<file path="src/rtl/adder_arbiter.sv">
// Two-requester arbiter in front of a shared external 16-bit adder: accept, add for one cycle, hold the result until consumed.
// Optional feature: define ADDER_ARB_ROUND_ROBIN_EN for round-robin arbitration; otherwise requester 0 has fixed priority.
module adder_arbiter (
  input  logic        clk,
  input  logic        reset,
  input  logic        req0_valid,
  input  logic [15:0] req0_a,
  input  logic [15:0] req0_b,
  input  logic        req1_valid,
  input  logic [15:0] req1_a,
  input  logic [15:0] req1_b,
  output logic        req0_ready,
  output logic        req1_ready,
  output logic        rsp0_valid,
  output logic        rsp1_valid,
  input  logic        rsp0_ready,
  input  logic        rsp1_ready,
  output logic [15:0] rsp_sum,
  output logic        rsp_cout,
  output logic [15:0] add_a,
  output logic [15:0] add_b,
  input  logic [15:0] add_sum,
  input  logic        add_cout,
  output logic        busy,
  output logic        grant
);

  typedef enum logic [1:0] {
    IDLE = 2'd0,
    ADD  = 2'd1,
    RESP = 2'd2
  } state_t;

  state_t      state, state_nxt;
  logic        winner;
  logic        any_valid;
  logic        accept;
  logic        rsp_ack;
  logic [15:0] res_sum;
  logic        res_cout;

  assign any_valid = req0_valid | req1_valid;

`ifdef ADDER_ARB_ROUND_ROBIN_EN
  logic last_grant;

  // On a tie the requester that was not served last wins; a lone valid always wins.
  assign winner = req1_valid & (~req0_valid | ~last_grant);

  always_ff @(posedge clk) begin
    if (reset)       last_grant <= 1'b1;
    else if (accept) last_grant <= winner;
  end
`else
  assign winner = req1_valid & ~req0_valid;
`endif

  // Only the granted requester's consumer can release the result bus.
  assign rsp_ack = grant ? rsp1_ready : rsp0_ready;

  // NOTE: every output of this block gets a default before the case, so no
  // path leaves a signal unassigned and no latch is inferred.
  always_comb begin
    state_nxt  = state;
    req0_ready = 1'b0;
    req1_ready = 1'b0;
    accept     = 1'b0;
    case (state)
      IDLE: begin
        if (any_valid && !reset) begin
          req0_ready = ~winner;
          req1_ready = winner;
          accept     = 1'b1;
          state_nxt  = ADD;
        end
      end
      ADD:     state_nxt = RESP;
      RESP:    if (rsp_ack) state_nxt = IDLE;
      default: state_nxt = IDLE;
    endcase
  end

  // NOTE: sequential state uses non-blocking assignments so every register
  // samples pre-edge values regardless of statement order.
  always_ff @(posedge clk) begin
    if (reset) begin
      state    <= IDLE;
      add_a    <= '0;
      add_b    <= '0;
      grant    <= 1'b0;
      res_sum  <= '0;
      res_cout <= 1'b0;
    end else begin
      state <= state_nxt;
      if (accept) begin
        add_a <= winner ? req1_a : req0_a;
        add_b <= winner ? req1_b : req0_b;
        grant <= winner;
      end
      if (state == ADD) begin
        res_sum  <= add_sum;
        res_cout <= add_cout;
      end
    end
  end

  // Response valids are masked by reset so an abandoned transaction never handshakes.
  assign rsp0_valid = (state == RESP) && !grant && !reset;
  assign rsp1_valid = (state == RESP) &&  grant && !reset;
  assign rsp_sum    = res_sum;
  assign rsp_cout   = res_cout;
  assign busy       = (state != IDLE);

endmodule

</file>
<file path="config.mk">
export PLATFORM = sky130hd
export DESIGN_NAME = adder_arbiter
export DESIGN_NICKNAME = d
export VERILOG_FILES = /design/src/rtl/adder_arbiter.sv
export SDC_FILE = /design/constraint.sdc
export NUM_CORES = 1
export LEC_CHECK = 0
export CORE_MARGIN = 2
export CORE_UTILIZATION = 35
export DETAILED_ROUTE_END_ITERATION = 7
export HOLD_SLACK_MARGIN = 0.12
export PLACE_DENSITY_LB_ADDON = 0.08
export REMOVE_ABC_BUFFERS = 1
export SLEW_MARGIN = 30
export SYNTH_ARGS = -nofsm -noshare
export SYNTH_HDL_FRONTEND = slang
export SYNTH_SLANG_ARGS = --single-unit
export TNS_END_PERCENT = 10
</file>
<file path="constraint.sdc">
create_clock -name clk -period 2.7 [get_ports clk]
set_input_delay 0.27 -clock clk [delete_from_list [all_inputs] [get_ports clk]]
set_output_delay 0.27 -clock clk [all_outputs]
set_load 0.01 [all_outputs]
</file>
* After elaboration in Yosys (flattened, before gate mapping)
Index checks and enable logic that the tools add are counted.
Storage, ports and cells: bits in registers 52, input port bits 87, output and inout port bits 55, word-level logic and storage cells 36
Cells by class: eq/ne operators 4, mux-type cells 12, bitwise logic cells 4, reduce and logical (&&, ||, !) cells 10
Operator list (number):
- 2-to-1 mux 16 bit | 2
- 2-to-1 mux 1 bit | 7
- case mux 2 bit (3 select lines) | 1
- logical AND 1 bit | 5
- 2-to-1 mux 2 bit | 2
- != test 2 bit (second input constant) | 2
- equality test 2 x 1 -> 1 bit (second input constant) | 1
- equality test 2 bit (second input constant) | 1
- zero test 1 bit | 2
- zero test 2 bit | 1
- inverter 1 bit | 2
- AND reduction 2 bit | 1
- nonzero test 2 bit | 1
- bitwise AND 1 bit | 1
- OR 1 bit | 1

* Depth between registers and ports, before layout
Gate-level depths: netlist of run 1.
word-level depth 5, gate-level depth with buffers 5

* Least setup slack after synthesis of run 1
Ideal clock, no wire load.
kind register to output, start reg state[0], end out req1_ready, data arrival time 1.030 ns, data required time 2.430 ns, path slack 1.400 ns, cell stages (with the launch flop) 5, buffers on the path 1, path through dfxtp_1 > nor2_4 > buf_2 > nand2_1 > nor3_1
Between the ends: longest elaborated chain between the ends 2
RTL lines:
- start, declared | line 34 | state_t state, state_nxt;
- start signal, assigned | line 94 | state <= state_nxt;
- zero test 2 bit | line 68 | case (state)
- 2-to-1 mux 1 bit | line 68
- end, declared | line 13 | output logic req1_ready,
Every way passes these cells.

* Worst setup path in the final report of run 1
start reg state[0], end out req0_ready
Between the ends: longest elaborated chain between the ends 2
RTL lines:
- zero test 2 bit | line 68
- 2-to-1 mux 1 bit | line 68
- end, declared | line 12 | output logic req0_ready,
Every way passes these cells.

==> out/qor.yml, run 1 <==
run_status:
  status: "complete, no violations"
finish:
  post-route-util_pct: 59.65
  multi_input_area_sq_um: 1135
  regArea_sq_um: 1041
  layout-drive-gt1-share_pct: 10.66
  design_area_sq_um: 3852
  fill_cells: 599
  area_growth_pct: 62.74
  nNetsFinal: 480
  antennaDiodeCount: 0
route:
  drc_errors: 0
  drt_iter0_markers: 92
  drtAntennaViolNets: 0
  first_pass_iters: 4
  viasPerCell: 5.045
  vias: 2376
  wl_per_cell_um: 14.39
  routed_wl_um: 6776
power:
  combPwrFrac_pct: 30.0
  switching_share_pct: 27.80
  switchingPower_mw: 0.5760
  powerDensity_nw_per_um2: 537.8
  clockPowerShare_pct: 27.1
  ir_drop_v: 0.0002693
  power_mw: 2.072
  cellInternalPower_mw: 1.496
  leakage_nw: 1.369
  p_seq_share_pct: 42.9
setup_path:
  crit_buf_inv: 2
  critPathMaxStageDelay_ns: 0.56
  endpoint_kind: "output port"
  critPathLaunchType: "register"
  critPathMaxFanout: 17
  worstSetupPathType: "reg -> out"
  cp.required_ns: 2.43
  cp_slowest_cell: "clkdlybuf4s50_1"
  cp_top_family: "buffers and inverters"
  cp.arrival_ns: 1.96
  worstPathCellList: "nor2_4, inv_2, nor3_1, clkdlybuf4s50_1"
clock_tree:
  clockRootBuffer: "clkbuf_8"
  h-tree-depth: 2
  worst_skew_pair.late_latency_ns: 0.30
  cts_resized: 0
  clock_path_buffers: 2
  postCtsSetupRepairBufs: 0
  cts_tree: "done"
  cts_hold_buffers: 0
  clk_pin_slew_worst_paths_ns: 0.09
  tritoncts.num_buffers: 5
  clkSinkCount: 52
sta:
  setup_ws_ns: 0.4734
  fin_crit_sh_pct: 82.47
  slew_headroom_pct: 56.23
  final.setup.tns_ns: 0
  finalHoldViolCount: 0
  setup_viol_count_final: 0
  fmax_ghz: 0.4491
  worst_slew_pin_slew_ns: 0.6566
  finalCriticalPeriod_ns: 2.227
  rsz0062_at_grt: "no"
  clock_skew_ns: 0.007345
  drv_slew: 0
floorplanning:
  num_io_pins: 142
  core-area_sq_um: 6459
  die-height_um: 86.24
  dieArea_sq_um: 7437
  start_util_pct: 36.65
  die_w_um: 86.24
  placementRows: 29
logic_synthesis:
  synth.top_cell.area_share_pct: 43.97
  ys_warn_count: 0
  synth-seq-cells: 52
  ys_seq_area_share_pct: 43.97
  syn_inst: 266
  synth_area_sq_um: 2367
  yosysTopAreaCell: "dfxtp_1"
  synth_area_per_cell_sq_um: 8.900
  ys_types: 28
  synth_area_leaders: "dfxtp_1, nand2_1, a21oi_1, a311oi_2, a211oi_2"
placement:
  place_congestion: 0.7409
  hpwl_um: 4760
  portBuffers: 141
  placed_cell_area_sq_um: 3731
  place_ws_ns: 0.5833
min_path:
  hold_path_class: "in -> reg"
global_route:
  grt_max_degree: 34
  grt_pass1_vias: 2404
  antenna_found_initial: 0
  grt_usage_pct: 18.23
  grt_pass1_wl_um: 10900
  grt-ovfl-total: 0
run:
  maxCapViolCount: 0
==> logic make-up after synthesis <==
logic type,Yosys count,synth area share (%)
muxes,1,0.4228
buffers and inverters,29,8.086
and+or+nand+nor,86,15.96
AOI/OAI and AO/OA,98,31.55
DFF,52,43.97
==> cells in the mapped netlist (all sizes together) <==
| library cell | number |
|---|---|
| nand2 | 71 |
| dfxtp | 52 |
| a21oi | 51 |
| buf | 23 |
| a311oi | 18 |
| a211oi | 14 |
| o22ai | 14 |
| clkbuf | 4 |
| nor2 | 4 |
| inv | 2 |
| nand2b | 2 |
| nor2b | 2 |
| nor3 | 2 |
| mux2i | 1 |
| nand3 | 1 |
| nand3b | 1 |
| nor4b | 1 |
| nor4bb | 1 |
| o21ai | 1 |
| or2 | 1 |
==> placed cells by master, fill, tap and decap left out, types with 3 or more instances in the layout <==
| cell | instances |
|---|---|
| a211oi_1 | 3 |
| a211oi_2 | 11 |
| a21oi_1 | 51 |
| a311oi_1 | 5 |
| a311oi_2 | 13 |
| buf_4 | 6 |
| clkbuf_8 | 6 |
| clkdlybuf4s50_1 | 140 |
| dfxtp_1 | 52 |
| nand2_1 | 71 |
| o22ai_1 | 14 |
==> power groups by stage <==
stage / Sequential, mW / Clock [mW] / Combinational (mW)
CTS: 0.890 / 0.578 / 0.630
global route: 0.900 / 0.604 / 0.677
detailed placement: 0.906 / 0 / 0.628
global placement: 0.904 / 0 / 0.624
floorplan: 0.941 / 0 / 0.230
finish: 0.889 / 0.561 / 0.621
==> state kept, by name, summed over array words and instances, names as in the netlist <==
register  flops
rsp_sum      16
grant         1
add_a        16
add_b        16
state         2
rsp_cout      1
==> worst reg2reg max path, stage by stage, from the launching register on <==
cell and delay (ns):
dfxtp_1 0.38, nor2_4 0.41, buf_4 0.44, a21oi_1 0.14, a311oi_2 0.25
==> cell type report <==
class | instances | share of cell area, %
flip-flops and latches | 52 | 27.02
clock buffers | 6 | 2.144
repair buffers | 147 | 37.67
multi-input cells | 185 | 29.46
well taps | 77 | 2.501
clock inverters | 2 | 1.007
inverters | 2 | 0.1949
==> routing by layer <==
| layer | routed length, um | share of wire [%] | vias to the layer above | track usage (%) |
|---|---|---|---|---|
| li1 | - | - | 1201 | - |
| met1 | 2751 | 41 | 1068 | 20.26 |
| met2 | 3325 | 49 | 97 | 32.70 |
| met3 | 575 | 8.5 | 10 | 6.286 |
| met4 | 124 | 1.8 | 0 | 5.682 |
| met5 | 0 | 0 | - | 0 |
==> path summary, 6_finish.rpt <==
kind                            start                  endpoint  cells past startpoint  slack [ns]
max             state[0]$_SDFFE_PP0P_                req0_ready                      4        0.47
min                             reset     state[0]$_SDFFE_PP0P_                      2        0.40
max reg2reg     state[0]$_SDFFE_PP0P_    add_a[11]$_SDFFE_PP0P_                      4        1.00
min reg2reg  rsp_sum[14]$_SDFFE_PP0N_  rsp_sum[14]$_SDFFE_PP0N_                      2        0.46
==> through the flow <==
| step | hold slack, ns | cells |
|---|---|---|
| 2_1_floorplan | 0.3346 | 239 |
| 3_3_place_gp | 0.4413 | 463 |
| 3_5_place_dp | 0.4461 | 463 |
| 4_1_cts | 0.4002 | 471 |
| 5_1_grt | 0.4411 | 471 |
| 6_report | 0.3999 | 471 |
Note: power is estimated with default switching activity, not from simulation.
==> run 2: changes to the inputs <==
--- a/config.mk
+++ b/config.mk
@@ -6,7 +6,7 @@
 export NUM_CORES = 1
 export LEC_CHECK = 0
 export CORE_MARGIN = 2
-export CORE_UTILIZATION = 35
+export CORE_UTILIZATION = 34
 export DETAILED_ROUTE_END_ITERATION = 7
 export HOLD_SLACK_MARGIN = 0.12
 export PLACE_DENSITY_LB_ADDON = 0.08
==> constraint.sdc (replaced) <==
create_clock -name clk -period 1.8 [get_ports clk]
set_input_delay 0.18 -clock clk [delete_from_list [all_inputs] [get_ports clk]]
set_output_delay 0.18 -clock clk [all_outputs]
set_load 0.01 [all_outputs]
==> run 2 against run 1 <==
Net effect: wire length is 3.8% higher; critical path depth is 1 lower; sequential power is 51% higher; clock power is 43% higher; non-clock buffer count is 7 higher; hold slack worse by 0.032 ns; global-route usage is 0.63 points lower; utilization is 1.7 points lower; highest routed layer unchanged; critical endpoint is now busy; power is 49% higher; clock skew is 0.0010 ns higher.
==> out/qor.yml, run 2 (synthesis results as in run 1) <==
run_status:
  status: "complete, no violations"
route:
  drc_errors: 0  # unchanged
  wl_per_cell_um: 14.62  # +1.6%
  routed_wl_um: 7031  # +3.8%
  wl_met3_um: 486  # -15%
  highest-signal-layer: "met4"
  wl_met2_um: 3421  # +2.9%
  wl_met1_um: 3041  # +11%
  vias: 2399  # +0.97%
  drt_iter0_markers: 65  # -29%
  drtAntennaViolNets: 0  # unchanged
  first_pass_iters: 4  # unchanged
  viasPerCell: 4.988  # -1.1%
power:
  switchingPower_mw: 0.8754  # +52%
  ir_drop_v: 0.0003315  # +23%
  switching_share_pct: 28.31  # +0.50 points
  combPwrFrac_pct: 30.8  # +0.8 points
  leakage_nw: 1.441  # +5.3%
  power_mw: 3.093  # +49%
  powerDensity_nw_per_um2: 790.2  # +47%
  cellInternalPower_mw: 2.217  # +48%
  clockPowerShare_pct: 26.0  # -1.1 points
  p_seq_share_pct: 43.2  # +0.3 points
clock_tree:
  clockRootBuffer: "clkbuf_8"
  clk_pin_slew_worst_paths_ns: 0.10  # about the same
  cts_tree: "done"
  clkSinkCount: 52  # unchanged
  worst_skew_pair.late_latency_ns: 0.30  # about the same
  h-tree-depth: 2  # unchanged
  tritoncts.num_buffers: 5  # unchanged
  clock_path_buffers: 2  # unchanged
floorplanning:
  placementRows: 30  # +3.4%
  start_util_pct: 35.04  # -1.6 points
  num_io_pins: 142  # unchanged
  dieArea_sq_um: 7646  # +2.8%
  die-height_um: 87.44  # +1.4%
  core-area_sq_um: 6756  # +4.6%
  die_w_um: 87.44  # +1.4%
setup_path:
  worstSetupPathType: "reg -> out"
  worstPathCellList: "nor2_4, inv_2, clkdlybuf4s50_1"
  cp_slowest_cell: "clkdlybuf4s50_1"
  reg2reg_to: "add_a[4]$_SDFFE_PP0P_"
  critPathMaxFanout: 6  # -11
  crit_path_start: "state[0]$_SDFFE_PP0P_"
  endpoint_kind: "output port"
  r2r_cells: 4  # unchanged
  critPathMaxStageDelay_ns: 0.57  # about the same
  reg2reg_from: "state[0]$_SDFFE_PP0P_"
  cp.required_ns: 1.62  # -0.81 ns
  reg2reg_slack_ns: 0.41  # -0.59 ns
  critPathLaunchType: "register"
  cp.arrival_ns: 1.47  # -0.49 ns
placement:
  placed_cell_area_sq_um: 3780  # +1.3%
  place_ws_ns: -0.04187  # -0.6252 ns
  place_congestion: 0.7193  # -2.9%
  hpwl_um: 4906  # +3.1%
  dp_cells: 472  # +1.9%
  portBuffers: 141  # unchanged
sta:
  slew_headroom_pct: 66.29  # +10 points
  setup_ws_ns: 0.1539  # -0.3195 ns
  holdWs_ns: 0.3679  # -0.03198 ns
  clock_skew_ns: 0.008379  # +0.001034 ns
  rsz0062_at_grt: "no"
  finalCriticalPeriod_ns: 1.646
  setup_viol_count_final: 0  # unchanged
  drv_slew: 0  # unchanged
  fin_crit_sh_pct: 91.45
  finalHoldViolCount: 0  # unchanged
  final.setup.tns_ns: 0  # unchanged
  fmax_ghz: 0.6075
  worst_slew_pin_slew_ns: 0.5057  # -0.1509 ns
global_route:
  grt_usage_pct: 17.59  # -0.63 points
  grt_pass1_wl_um: 10650  # -2.3%
  grt_max_degree: 39  # +15%
  antenna_found_initial: 0  # unchanged
  grt_pass1_vias: 2226  # -7.4%
  grt-ovfl-total: 0  # unchanged
finish:
  layout_common_cells: "clkdlybuf4s50_1, nand2_1, a21oi_1"
  nNetsFinal: 487  # +1.5%
  antennaDiodeCount: 0  # unchanged
  multi_input_area_sq_um: 1141  # +0.55%
  stdcell_count: 481  # +2.1%
  regArea_sq_um: 1045  # +0.36%
  post-route-util_pct: 57.93  # -1.7 points
  design_area_sq_um: 3914  # +1.6%
  layout-drive-gt1-share_pct: 12.97  # +2.3 points
  area_growth_pct: 65.33
  fill_cells: 642  # +7.2%
  final_common_cell: "clkdlybuf4s50_1"
run:
  maxCapViolCount: 0  # unchanged
min_path:
  hp-start: "reset"
  hold_path_class: "in -> reg"
  holdPathStages: 3  # +1
  holdPathEnd: "state[0]$_SDFFE_PP0P_"
==> run 2: changes by cell type in the layout (fill, tap and decap cells not counted), sizes merged <==
cell / change
clkbuf: -1
dlygate4sd3: +1
clkdlybuf4s50: -4
dlygate4sd2: +2
buf: +6
dlymetal6s2s: +2
clkinvlp: +1
==> run 2: power by group through the flow <==
stage	Clock, mW	Combinational, mW	Sequential (mW)
5_1_grt	0.870	1.03	1.35
3_3_place_gp	0	0.955	1.36
6_report	0.803	0.953	1.34
2_1_floorplan	0	0.345	1.41
4_1_cts	0.825	0.966	1.34
3_5_place_dp	0	0.963	1.36
==> run 2: cell type report <==
class                   count  share of cell area [%]
multi-input cells         185                   29.16
clock inverters             3                   1.087
well taps                  80                   2.558
inverters                   2                  0.1918
clock buffers               5                   1.758
repair buffers            154                   38.56
flip-flops and latches     52                   26.69
==> run 2: how the worst max path moves through the flow <==
stage | to | cells after the start | slack, ns
finish | busy | 3 | 0.15
global route | busy | 3 | 0.08
CTS | rsp1_valid | 2 | 0.008
detailed placement | req1_ready | 5 | -0.04
global placement | req1_ready | 5 | -0.02
floorplan | add_a[10]$_SDFFE_PP0P_ | 4 | -0.04
==> run 2: timing repair <==
| action | in CTS | in global routing |
|---|---|---|
| pin swaps | 0 | 0 |
| setup buffers | 0 | 0 |
| hold endpoints to repair | 1 | 0 |
| gates resized for setup | 3 | 5 |
| endpoints found under the setup margin | 3 | 2 |
| hold buffers | 1 | 0 |
==> run 2: worst max-delay path: cells and delay by family (launching register included) <==
| family | cells | cell delay (ns) |
|---|---|---|
| and+or+nand+nor | 1 | 0.07 |
| buffers and inverters | 2 | 0.68 |
| DFF | 1 | 0.41 |
==> run 2: routing by layer <==
layer,up-vias,global-route usage (%)
li1,1213,-
met1,1090,21.90
met2,89,30.10
met3,7,4.171
met4,0,5.175
met5,-,0
